### src/rtl/fifo_w_compact.sv
// fifo_w_compact: write-side staging stage ahead of the multi-port banked FIFO.
// It compacts a sparse upstream bundle into a prefix-contiguous write set. Any
// entries the FIFO does not ack are held and re-presented (shifted down) on
// later cycles. Upstream stays back-pressured until the whole bundle retires.
//
// Ports:
//   i_clk, i_rst_n  clock, asynchronous active-low reset
//   i_valid         upstream bundle present
//   i_mask          per-lane valid (holes allowed)
//   i_data          per-lane data, lane k = i_data[k]
//   o_ready         bundle taken this cycle when i_valid & o_ready
//   o_w_e           FIFO write enables, ones-then-zeros
//   o_w_data        FIFO write data, lane k = k-th held entry
//   i_w_ack         FIFO acks (expected to be a prefix of o_w_e)
//   i_flush         discard held entries, drop this cycle's input
//   o_held          number of entries currently held

// Per-slot next-value select: flush clears, accept loads, otherwise shift/hold.
module fifo_w_compact_lane #(
  parameter int WIDTH = 32
) (
  input  logic             i_flush,
  input  logic             i_take,
  input  logic [WIDTH-1:0] i_comp,
  input  logic [WIDTH-1:0] i_shft,
  output logic [WIDTH-1:0] o_nxt
);
  assign o_nxt = i_flush ? '0 : (i_take ? i_comp : i_shft);
endmodule

module fifo_w_compact #(
  parameter int WIDTH = 32,
  parameter int LANES = 2,
  localparam int CW   = $clog2(LANES + 1)
) (
  input  logic                        i_clk,
  input  logic                        i_rst_n,
  input  logic                        i_valid,
  input  logic [LANES-1:0]            i_mask,
  input  logic [LANES-1:0][WIDTH-1:0] i_data,
  output logic                        o_ready,
  output logic [LANES-1:0]            o_w_e,
  output logic [LANES-1:0][WIDTH-1:0] o_w_data,
  input  logic [LANES-1:0]            i_w_ack,
  input  logic                        i_flush,
  output logic [CW-1:0]               o_held
);

  logic [LANES-1:0][WIDTH-1:0] buf_q, buf_d, comp, shft;
  logic [CW-1:0]               cnt_q, cnt_d, acked, rem, n_in;
  logic [LANES-1:0]            w_e;
  logic                        take;

  // Write enables and the retire count. Acks outside o_w_e are ignored,
  // so acked never exceeds cnt_q and rem cannot underflow.
  always_comb begin
    w_e   = '0;
    acked = '0;
    for (int k = 0; k < LANES; k++) begin
      w_e[k] = (CW'(k) < cnt_q);
      acked  = acked + CW'(i_w_ack[k] & w_e[k]);
    end
    rem = cnt_q - acked;
  end

  assign o_ready = ~i_flush & (rem == '0);
  assign take    = i_valid & o_ready;

  // Pack the set mask bits in ascending lane order; n_in tracks the next slot.
  always_comb begin
    comp = '0;
    n_in = '0;
    for (int j = 0; j < LANES; j++) begin
      if (i_mask[j]) begin
        for (int k = 0; k < LANES; k++)
          if (CW'(k) == n_in) comp[k] = i_data[j];
        n_in = n_in + 1'b1;
      end
    end
  end

  // Shift down by acked. Slots above cnt_q are already zero, so the vacated
  // top slots fill with zeros. The sum cannot wrap because 2^CW >= 2*LANES.
  always_comb begin
    shft = '0;
    for (int k = 0; k < LANES; k++)
      for (int j = 0; j < LANES; j++)
        if (CW'(j) == CW'(k) + acked) shft[k] = buf_q[j];
  end

  for (genvar k = 0; k < LANES; k++) begin : g_lane
    fifo_w_compact_lane #(.WIDTH(WIDTH)) u_lane (
      .i_flush (i_flush),
      .i_take  (take),
      .i_comp  (comp[k]),
      .i_shft  (shft[k]),
      .o_nxt   (buf_d[k])
    );
  end

  always_comb begin
    cnt_d = rem;
    if (i_flush)   cnt_d = '0;
    else if (take) cnt_d = n_in;
  end

  always_ff @(posedge i_clk or negedge i_rst_n) begin
    if (!i_rst_n) begin
      buf_q <= '0;
      cnt_q <= '0;
    end else begin
      buf_q <= buf_d;
      cnt_q <= cnt_d;
    end
  end

  assign o_w_e    = w_e;
  assign o_w_data = buf_q;
  assign o_held   = cnt_q;

endmodule

### config.mk
export PLATFORM = sky130hd
export DESIGN_NAME = fifo_w_compact
export DESIGN_NICKNAME = d
export VERILOG_FILES = /design/src/rtl/fifo_w_compact.sv
export SDC_FILE = /design/constraint.sdc
export NUM_CORES = 1
export LEC_CHECK = 0
export CORE_ASPECT_RATIO = 0.6
export CORE_MARGIN = 2
export CORE_UTILIZATION = 29
export CTS_BUF_LIST = sky130_fd_sc_hd__clkbuf_16
export DETAILED_ROUTE_END_ITERATION = 7
export PLACE_DENSITY = 0.63
export SETUP_SLACK_MARGIN = 0.4
export SLEW_MARGIN = 20
export SYNTH_ARGS = -nofsm -noshare
export SYNTH_HDL_FRONTEND = slang
export SYNTH_SLANG_ARGS = --single-unit
### constraint.sdc
create_clock -name i_clk -period 4.4 [get_ports i_clk]
set_input_delay 0.88 -clock i_clk [delete_from_list [all_inputs] [get_ports i_clk]]
set_output_delay 0.88 -clock i_clk [all_outputs]
set_load 0.03 [all_outputs]
# After elaboration in Yosys (flattened, before gate mapping)
# Index checks and enable logic that the tools add are counted.
# totals
reg_bits,66
input_bits,72
output_inout_bits,69
elab_cells,39
# op_classes
addsub,4
n_lt_le_gt_ge,2
n_eq_ne,5
mux,16
n_bitwise,5
reduce_logical,4
# ops
cell,n
$mux 32,11
$mux 64,1
$logic_not 2->1,4
$eq 1x2->1 const A,3
$mux 2,3
$and 1x1->1,4
$lt 1x2->1 const A,2
$ne 4x2->1 const B,1
$ne 3x2->1 const B,1
$add 1x1->2,1
$add 1x2->2 const A,1
$add 2x1->2 const B,1
$sub 2x2->2,1
$mux 1,1
$not 1->1,1

# Logic depth before layout (Yosys ltp)
# depth
ltp_word,9
depth_mapped,12
mapped_depth_nobuf,9

# Cells and area by module
# Synthesis repeated with hierarchy kept, for this count alone.
# hier_totals
cells_unflattened,395
area_unflattened_um2,4066.4
# modules_own_cells
module,n_inst,cells_per_inst,area_per_inst_um2,seq_area_each_um2
fifo_w_compact,1,253,3020.4,1651.6
fifo_w_compact_lane,2,71,523.0,0.0

# Worst setup path after synthesis
# No wires, ideal clock.
# synth_timing
kind,register to output
from,reg cnt_q[1] (netlist: o_held[1])
to,out o_ready
arrival_ns,2.450
t_required_ns,3.520
slack_ns,1.070
path_stages_with_launch,7
n_path_buf,0
cell_sequence,dfrtp_1 > inv_1 > nand2_1 > nand2_1 > ha_1 > ha_1 > nor3b_1
# synth_between
elab_chain_cells,6
# synth_rtl
element,line_no,rtl
"start, declared",50,"logic [CW-1:0] cnt_q, cnt_d, acked, rem, n_in;"
"start signal, assigned",113,cnt_q <= cnt_d;
$lt 1x2->1,60,w_e[k] = (CW'(k) < cnt_q);
named net o_w_e[0],42,"output logic [LANES-1:0] o_w_e,"
$and 1x1->1,61,acked = acked + CW'(i_w_ack[k] & w_e[k]);
$add 1x1->2,61,
$sub 2x2->2,63,rem = cnt_q - acked;
$logic_not 2->1,66,assign o_ready = ~i_flush & (rem == '0);
$and 1x1->1,66,
"end, declared",41,"output logic o_ready,"
# The timed path passes the listed nets, and every way through them passes these cells.

# Worst setup path in the final report
# layout_timing
from,in i_w_ack[1]
to,out o_ready
# layout_between
elab_chain_cells,5
# layout_rtl
element,line_no,rtl
"start, declared",44,"input logic [LANES-1:0] i_w_ack,"
$and 1x1->1,61,
$add 1x1->2,61,
$sub 2x2->2,63,
$logic_not 2->1,66,
$and 1x1->1,66,
# Every way passes these cells.

==> out/results.ini <==
[synth]
gate_count_after_technology_mapping = 365
synth.yosys.seq_area_share_pct = 45.6
postSynth.topFlopCell = sky130_fd_sc_hd__dfrtp_1
synth_async_sr_flop_share_pct = 100
synth.most_common_cell = sky130_fd_sc_hd__nand2_1
synth_area_leaders = sky130_fd_sc_hd__dfrtp_1 46%, sky130_fd_sc_hd__a22oi_1 12%, sky130_fd_sc_hd__mux2i_1 9.9%
post-synth-top-area-cell = sky130_fd_sc_hd__dfrtp_1
ys_types = 33
synth_top_cell_area_share_pct = 45.6
netlist_top_cells_count = 76 x sky130_fd_sc_hd__nand2_1, 66 x sky130_fd_sc_hd__dfrtp_1, 58 x sky130_fd_sc_hd__a22oi_1, 36 x sky130_fd_sc_hd__a22o_1, 36 x sky130_fd_sc_hd__mux2i_1
postSynthRegisterBits = 66
number_of_enable_flip_flop_cells_after_synthesis = 0
count_of_warnings_emitted_by_yosys = 0
mappedNetlistNets = 441
synth_area_sq_um = 3620
syn_avg_cell_area_sq_um = 9.93

[global_route]
antenna_found_initial = 0
grt-ovfl-total = 0
wire_length_of_the_first_global_routing_pass_mm = 20.3
via_count_of_the_first_global_routing_pass = 3525
grt_max_degree = 40
grt_usage_pct = 19.4

[setup_path]
arrival_time_at_the_worst_endpoint_ns = 2.71
path_common_cell = sky130_fd_sc_hd__ha_1
worst_ep_required_time_ns = 3.52
start_kind = input port
timing.critical_path.fanout_max = 4
worstPathCellList = clkdlybuf4s50_1 > nand2_1 > ha_1 > ha_1 > nor3b_1 > buf_4
critPathMaxStageDelay_ns = 0.45
crit_path_class = input port to output port
cp-end-kind = output port
critical_path.slowest_cell = sky130_fd_sc_hd__clkdlybuf4s50_1

[floorplanning]
fp.coreArea_sq_um = 12100
num_rows = 31
floorplan.initialDensity_pct = 29.8
ioPinCount = 141
die_area_sq_um = 13400
floorplan.die.width_microns = 148
die_height_microns = 90.6

[final_layout]
finalNonFillerCells = 659
utilization_pct = 45.0
layout.nets = 565
post_route_cells_drive_above_1_share_pct = 6.48
area.growth.synth_to_final_pct = 50.9
antenna_cells = 0
num-fill-cells = 1113

[timing]
maxClockFrequency_mhz = 279
finalClockSkew_ns = 0.00673
setup_viol = 0
fin_tns_setup_ns = 0
relSlewSlack_pct = 39.0
rsz0062_at_grt = no
post-route-min-period_ns = 3.59
final_max_slew_viol_count = 0
finalHoldViolCount = 0
worstMarginPinSlew_ns = 0.912
layout_worst_path_cycle_share_pct = 81.5

[route]
drt_iter0_drc = 307
number_of_antenna_violating_nets_in_the_routed_design = 0
vias_per_cell = 5.26
firstDrtPassIters = 4
drc_violation_count_after_routing = 0
avgRoutedWirePerCell_microns = 19.4
route.vias.total = 3468
drt_wl_total_mm = 12.8

[placed_design]
placement.io_buffers = 140
hpwl_mm = 8.60
gp_routability_congestion = 0.836
placedCellCount = 643

[power_and_ir_drop]
cellPowerDensity_nw_per_um2 = 420
irDropWorstVdd_v = 0.000255
cellLeakagePower_nw = 2.38

[clock_tree]
worstSkewPairLatency_ns = 0.33
cts_setup_buffers = 0
clock-sinks = 66
htree_levels = 3
cts-buffers-inserted = 9
tritoncts = done
cts.repair.resized = 0
cts.clk_slew.worst_paths_ns = 0.05
cts_hold_buf = 0
cts.root.buffer_cell = sky130_fd_sc_hd__clkbuf_16
cts.path.max_buffers = 2

[job]
cap_viol_max_count = 0

[status]
status = complete, no violations

[min_path]
worst_hold_path_type = flop to flop

cell usage in the layout (no fill, tap or decap), types with 2 or more instances in the layout:
cell,Yosys,routed
sky130_fd_sc_hd__mux2i_1,36,36
sky130_fd_sc_hd__a22o_1,36,36
sky130_fd_sc_hd__clkdlybuf4s50_1,0,138
sky130_fd_sc_hd__bufinv_16,0,4
sky130_fd_sc_hd__clkbuf_16,0,9
sky130_fd_sc_hd__o21ai_1,20,20
sky130_fd_sc_hd__a22oi_1,58,58
sky130_fd_sc_hd__o21ai_0,7,7
sky130_fd_sc_hd__ha_1,4,4
sky130_fd_sc_hd__nand2_1,76,76
sky130_fd_sc_hd__a21oi_1,2,2
sky130_fd_sc_hd__inv_1,5,6
sky130_fd_sc_hd__buf_4,7,10
sky130_fd_sc_hd__dfrtp_1,66,66
stage by stage:
step	hold WS [ns]	area [sq um]	total power, mW	setup slack (ns)
after floorplan	0.584	3620	1.16	1.07
after global placement	0.507	5110	1.44	0.833
after detailed placement	0.512	5110	1.44	0.816
after CTS	0.525	5470	2.31	0.840
after global routing	0.549	5470	2.40	0.734
final	0.521	5470	2.30	0.813
final timing paths:
| check | start | slack (ns) | to | cells after the start |
|---|---|---|---|---|
| min in group asynchronous | i_rst_n | 0.59 | o_w_data[44]$_DFFE_PN0P_ | 1 |
| worst min register to register | o_w_data[41]$_DFFE_PN0P_ | 0.52 | o_w_data[41]$_DFFE_PN0P_ | 2 |
| worst max-delay path | i_w_ack[1] | 0.81 | o_ready | 6 |
| max in group asynchronous | i_rst_n | 2.85 | o_w_data[63]$_DFFE_PN0P_ | 2 |
| worst min-delay path | o_w_data[41]$_DFFE_PN0P_ | 0.52 | o_w_data[41]$_DFFE_PN0P_ | 2 |
| worst max register to register | o_held[1]$_DFF_PN0_ | 1.38 | o_w_data[38]$_DFFE_PN0P_ | 10 |
where the power goes:
group          internal (mW)  leakage, nW  switching (mW)
combinational          0.274         1.28           0.475
sequential             0.644        0.916          0.0391
clock                  0.605        0.178           0.259
critical path: cells and delay by family:
family	cells	cell delay [ns]
buffers and inverters	2	0.68
and+or+nand+nor	2	0.40
adders and majority gates	2	0.75
sequential cells by signal (all words and copies together) (netlist names):
signal	cells
o_held	2
o_w_data	64
area by class of cell:
class                   count  area, sq um  share of cell area [%]
clock inverters             7          133                    2.43
clock buffers               9          225                    4.12
inverters                   5         18.8                   0.343
well taps                 165          206                    3.78
repair buffers            149         1460                    26.7
multi-input cells         258         1770                    32.4
flip-flops and latches     66         1650                    30.2
logic make-up after synthesis:
kind of cell	synth area share [%]
AOI/OAI and AO/OA	26.3
and+or+nand+nor	10.2
DFF	45.6
buffers and inverters	5.97
muxes	9.94
adders and majority gates	1.38
xor gates and xnor gates	0.691
layer usage:
layer  wire (microns)  up-vias  share of wire [%]  track usage (%)
met5                0        -                  0                0
met4              148        0                1.2             5.16
met3             1200       14                9.4             5.96
met2             5250      193                 41             27.2
met1             6210     1677                 48             28.8
li1                 -     1584                  -                -
No activity file was read; power rests on OpenSTA's default activity.
